### config.mk
export PLATFORM = sky130hd
export DESIGN_NAME = uart_tx
export DESIGN_NICKNAME = d
export VERILOG_FILES = /design/src/rtl/uart_tx.sv
export SDC_FILE = /design/constraint.sdc
export NUM_CORES = 1
export LEC_CHECK = 0
export BUFFER_PORTS_ARGS = -buffer_cell sky130_fd_sc_hd__buf_2
export CELL_PAD_IN_SITES_DETAIL_PLACEMENT = 1
export CELL_PAD_IN_SITES_GLOBAL_PLACEMENT = 1
export CORE_UTILIZATION = 45
export CTS_CLUSTER_SIZE = 40
export DETAILED_ROUTE_END_ITERATION = 6
export PLACE_DENSITY_LB_ADDON = 0.1
export SLEW_MARGIN = 5
export SYNTH_ARGS = -nofsm -noshare
export SYNTH_HDL_FRONTEND = slang
export SYNTH_SLANG_ARGS = --single-unit
export TNS_END_PERCENT = 10
### constraint.sdc
create_clock -name clk -period 2.2 [get_ports clk]
set_clock_uncertainty 0.2 [all_clocks]
set_input_delay 0.11 -clock clk [delete_from_list [all_inputs] [get_ports clk]]
set_output_delay 0.11 -clock clk [all_outputs]
set_load 0.05 [all_outputs]
### src/rtl/uart_tx.sv
// uart_tx: UART transmitter with 8N1 framing by default. It can also drive a
// BREAK, which holds the line low for one whole frame and then for the stop bits.
//
// Ports:
//   clk            system clock; all logic runs on its rising edge
//   rst            synchronous, active-high reset
//   uart_tx_en     send request, sampled every cycle while idle
//   uart_tx_data   byte to send, latched only on acceptance
//   uart_tx_break  BREAK request; wins over uart_tx_en in the same cycle
//   uart_tx_busy   high while a frame or BREAK is in progress (registered)
//   uart_txd       serial line, idle high (registered)
module uart_tx #(
    parameter int BIT_RATE     = 9600,
    parameter int CLK_HZ       = 50000000,
    parameter int PAYLOAD_BITS = 8,
    parameter int STOP_BITS    = 1
) (
    input  logic                    clk,
    input  logic                    rst,
    input  logic                    uart_tx_en,
    input  logic [PAYLOAD_BITS-1:0] uart_tx_data,
    input  logic                    uart_tx_break,
    output logic                    uart_tx_busy,
    output logic                    uart_txd
);

    localparam int CYCLES_PER_BIT = CLK_HZ / BIT_RATE;
    localparam int CNT_W          = $clog2(CYCLES_PER_BIT + 1);
    localparam int FRAME_BITS     = 1 + PAYLOAD_BITS + STOP_BITS;
    localparam int IDX_W          = $clog2(FRAME_BITS + 1);

    localparam logic [CNT_W-1:0] CNT_LAST   = CNT_W'(CYCLES_PER_BIT - 1);
    localparam logic [IDX_W-1:0] DATA_LAST  = IDX_W'(PAYLOAD_BITS - 1);
    localparam logic [IDX_W-1:0] STOP_LAST  = IDX_W'(STOP_BITS - 1);
    localparam logic [IDX_W-1:0] BREAK_LAST = IDX_W'(FRAME_BITS - 1);

    if (PAYLOAD_BITS < 5 || PAYLOAD_BITS > 8) begin : g_bad_payload
        $error("uart_tx: PAYLOAD_BITS must be 5..8");
    end
    if (STOP_BITS < 1 || STOP_BITS > 2) begin : g_bad_stop
        $error("uart_tx: STOP_BITS must be 1 or 2");
    end
    if (CYCLES_PER_BIT < 1) begin : g_bad_rate
        $error("uart_tx: CLK_HZ must be at least BIT_RATE");
    end

    typedef enum logic [2:0] {
        S_IDLE,
        S_START,
        S_DATA,
        S_STOP,
        S_BREAK
    } state_t;

    state_t                  state_q, state_d;
    logic [CNT_W-1:0]        cnt_q, cnt_d;    // cycle within the current bit
    logic [IDX_W-1:0]        idx_q, idx_d;    // bit index within DATA/STOP/BREAK
    logic [PAYLOAD_BITS-1:0] sh_q, sh_d;      // LSB is the bit on the line in DATA
    logic                    txd_q, txd_d;
    logic                    busy_q, busy_d;
    logic                    bit_end;

    assign bit_end      = (cnt_q == CNT_LAST);
    assign uart_txd     = txd_q;
    assign uart_tx_busy = busy_q;

    // txd_d is only changed on a bit boundary or on acceptance, so the
    // registered line cannot glitch between boundaries.
    always_comb begin
        state_d = state_q;
        idx_d   = idx_q;
        sh_d    = sh_q;
        txd_d   = txd_q;
        busy_d  = busy_q;
        // The counter restarts at every boundary, so each bit lasts exactly
        // CYCLES_PER_BIT cycles and no drift builds up.
        cnt_d   = bit_end ? '0 : cnt_q + CNT_W'(1);

        case (state_q)
            S_IDLE: begin
                cnt_d  = '0;
                idx_d  = '0;
                txd_d  = 1'b1;
                busy_d = 1'b0;
                if (uart_tx_break) begin
                    state_d = S_BREAK;
                    txd_d   = 1'b0;
                    busy_d  = 1'b1;
                end else if (uart_tx_en) begin
                    state_d = S_START;
                    sh_d    = uart_tx_data;
                    txd_d   = 1'b0;
                    busy_d  = 1'b1;
                end
            end
            S_START: begin
                if (bit_end) begin
                    state_d = S_DATA;
                    txd_d   = sh_q[0];
                end
            end
            S_DATA: begin
                if (bit_end) begin
                    if (idx_q == DATA_LAST) begin
                        state_d = S_STOP;
                        idx_d   = '0;
                        txd_d   = 1'b1;
                    end else begin
                        idx_d = idx_q + IDX_W'(1);
                        sh_d  = sh_q >> 1;
                        txd_d = sh_q[1];
                    end
                end
            end
            S_STOP: begin
                if (bit_end) begin
                    if (idx_q == STOP_LAST) begin
                        // Busy drops on the edge that enters IDLE.
                        state_d = S_IDLE;
                        idx_d   = '0;
                        busy_d  = 1'b0;
                    end else begin
                        idx_d = idx_q + IDX_W'(1);
                    end
                end
            end
            S_BREAK: begin
                // Low for a full frame's worth of bits, then the normal stop bits.
                if (bit_end) begin
                    if (idx_q == BREAK_LAST) begin
                        state_d = S_STOP;
                        idx_d   = '0;
                        txd_d   = 1'b1;
                    end else begin
                        idx_d = idx_q + IDX_W'(1);
                    end
                end
            end
            default: begin
                state_d = S_IDLE;
                cnt_d   = '0;
                idx_d   = '0;
                txd_d   = 1'b1;
                busy_d  = 1'b0;
            end
        endcase
    end

    always_ff @(posedge clk) begin
        if (rst) begin
            state_q <= S_IDLE;
            cnt_q   <= '0;
            idx_q   <= '0;
            sh_q    <= '0;
            txd_q   <= 1'b1;
            busy_q  <= 1'b0;
        end else begin
            state_q <= state_d;
            cnt_q   <= cnt_d;
            idx_q   <= idx_d;
            sh_q    <= sh_d;
            txd_q   <= txd_d;
            busy_q  <= busy_d;
        end
    end

endmodule

==> qor.yml <==
critical_path:
  cpPeakStageDelay_ps: 400
  path_delay_family: "compound AO/OA/AOI/OAI gates"
  timing.critical_path.to_type: "flop"
  list_of_cells_traversed_by_the_critical_path: "inv_1 -> ha_1 -> and4bb_2 -> o32ai_4 -> nand3_1 -> o41ai_2"
  timing.critical_path.fanout_max: 7
  critical_path.startpoint_type: "flop"
  cp_data_arrival_time_ps: 2010
  critical_path_buf_inv_count: 1
  worst_ep_required_ps: 2190
  timing.reg2reg.setup_slack_ps: 170
  worst_path_class_setup: "flop to flop"
  critPathSlowestCell: "dfxtp_1"
synth:
  yosys_warnings: 0
  postSynth.topFlopCell: "dfxtp_1"
  post_synth.cell_area_avg_um2: 9.02
  synth.cell_area_um2: 1690
  post-synth-top-area-fraction: 0.356
  synth_edf_count: 0
  synth.area.top_cells: "dfxtp_1 (36%), nor2_1 (6.7%), mux2i_1 (4.7%)"
  ys_async_sr_fraction: 0
  synth_top_cells_by_count: "dfxtp_1 (30), nor2_1 (30), nand2_1 (10)"
  synth_sequential_area_ratio: 0.356
  post_synth_cell_types: 52
  post_synth_inst_count: 187
  synth.ff_latch_count: 30
  synth.largest_area_cell: "dfxtp_1"
  synth.net_count: 203
die:
  boundaryPins: 14
  die_h_um: 63.2
  initial_utilization: 0.486
  floorplan.rows: 21
  core_area_um2: 3470
  die_area_um2: 4000
  chipWidth_um: 63.2
hold_path:
  min_path_type: "primary input to flop"
routing:
  routed-wl-met3_um: 139
  drc_errors: 0
  firstDrtPassIters: 4
  met2WireLength_um: 1880
  first_iter_violations: 67
  route.antenna.remaining_nets: 0
  dr.max_layer_used: "met4"
  routedWlPerCell_um: 15.7
  via_per_inst: 5.64
  sum_of_routed_wire_segments_on_met1_um: 2000
  num_vias: 1461
  routed_wirelength_um: 4070
timing:
  clock.fmax_mhz: 494
  finalWorstSetupSlack_ps: 174
  period_minus_slack_ps: 2030
  maxSlewHeadroom: 0.657
  setup_violations: 0
  maxSlewViolCount: 0
  fin_setup_tns_ps: 0
  rsz0062_at_grt: "no"
  period_share: 0.921
  final_hold_fails: 0
  worst-slew-pin-transition_ps: 513
grt:
  pin_count_of_the_biggest_net_entering_global_routing: 18
  via_count_of_the_first_global_routing_pass: 1523
  antenna_found_initial: 0
  grt_pass1_wl_um: 6980
  globalRouteOverflowTotal: 0
  total_track_usage: 0.228
finish:
  layout-drive-gt1-share: 0.235
  design.final.nets: 228
  area_growth_syn_to_layout_pct: 18.1
  sequential_cell_area_um2: 602
  antenna-diode-count: 0
  final_cell_area_um2: 1990
  final.fill_count: 428
  area_of_the_multi_input_gates_um2: 1010
placed_design:
  routabilityCongestion: 0.777
  detailedPlace.worstSlack_ps: 136
  detailedPlacementHpwl_um: 2730
  placed_cell_area_um2: 1780
  io_buffers: 13
clock_network:
  buffer_levels_on_the_longest_clock_path: 2
  cts_tree: "yes"
  tritoncts_num_sinks: 30
  clk_root_buffer_cell: "clkbuf_8"
  cts.reportedPaths.clkPinSlew_ps: 60
  cts-htree-levels: 2
  clk_latency_ps: 290
  cts-buffers-inserted: 5
power:
  static-leakage-power_nw: 0.737
  vdd_ir_drop_max_mv: 0.522
  fin_total_pwr_mw: 1.56
  p_per_area_nw_per_um2: 782
job:
  cap_viol_max_count: 0
outcome:
  outcome: "completed"
==> final cells by class <==
cell class	instances	share of cell area
Sequential cell	30	0.302
Timing Repair Buffer	28	0.0967
Inverter	5	0.00942
Clock buffer	5	0.0345
Clock inverter	3	0.0201
Tap cell	46	0.0289
Multi-Input combinational cell	142	0.508
==> per-layer routing <==
layer / global-route usage / vias to the layer above
met5: 0 / -
met2: 0.360 / 22
met3: 0.0743 / 8
li1: - / 730
met1: 0.286 / 701
met4: 0.0881 / 0
==> worst reg2reg max path, stage by stage (launching register included) <==
cell and delay, ps:
dfxtp_1 400, inv_1 90, ha_1 190, and4bb_2 260, o32ai_4 400, nand3_1 160, o41ai_2 230
==> through the flow <==
step	hold slack (ps)	utilization	cells
after global routing	11.2	0.574	259
final	12.0	0.574	259
after CTS	5.19	0.561	253
after global placement	225	0.512	239
after detailed placement	245	0.512	239
after floorplan	144	-	187
==> sequential cells by signal, indices dropped and copies added (netlist names) <==
register and count:
cnt_q 13, idx_q 4, sh_q 8, state_q 3, uart_tx_busy 1, uart_txd 1
==> final timing paths <==
check,depth (start not counted),from,end
hold reg to reg,1,cnt_q[0],cnt_q[0]
setup reg to reg,6,idx_q[0],idx_q[3]
hold / removal,3,uart_tx_data[2],sh_q[2]
setup / recovery,6,idx_q[0],idx_q[3]
==> power breakdown <==
| group | leakage [nW] | switching, mW | internal, mW |
|---|---|---|---|
| clock | 0.0579 | 0.220 | 0.333 |
| combinational | 0.434 | 0.220 | 0.153 |
| sequential | 0.245 | 0.0453 | 0.586 |
| total | 0.737 | 0.485 | 1.07 |
==> layout by cell type, fill, tap and decap left out, types with 4 or more instances in the layout <==
cell type       n
xor2_1          6
dlygate4sd3_1   6
buf_2          13
dfxtp_1        29
nand3_1         5
ha_1            4
mux2i_1         8
nand2_1        10
a211oi_1        5
a21oi_1         5
o21ai_0         5
clkbuf_8        5
nor2_1         30
buf_4           9
nand4_1         8
inv_1           5
xnor2_1         5
==> logic make-up after synthesis <==
group / after synthesis / share of synthesized area
xor+xnor: 11 / 0.0571
buf+inv: 15 / 0.0467
mux: 8 / 0.0475
fa+ha+maj: 4 / 0.0297
compound gates: 36 / 0.188
flops: 30 / 0.356
simple gates: 83 / 0.275
==> repair_timing <==
item	in CTS	in global routing
buffers inserted	0	6
hold buffers	6	0
gates resized for setup	0	1
endpoints found under the hold margin	6	0
setup endpoints to repair	0	9
Power figures use the tool's default switching activity.
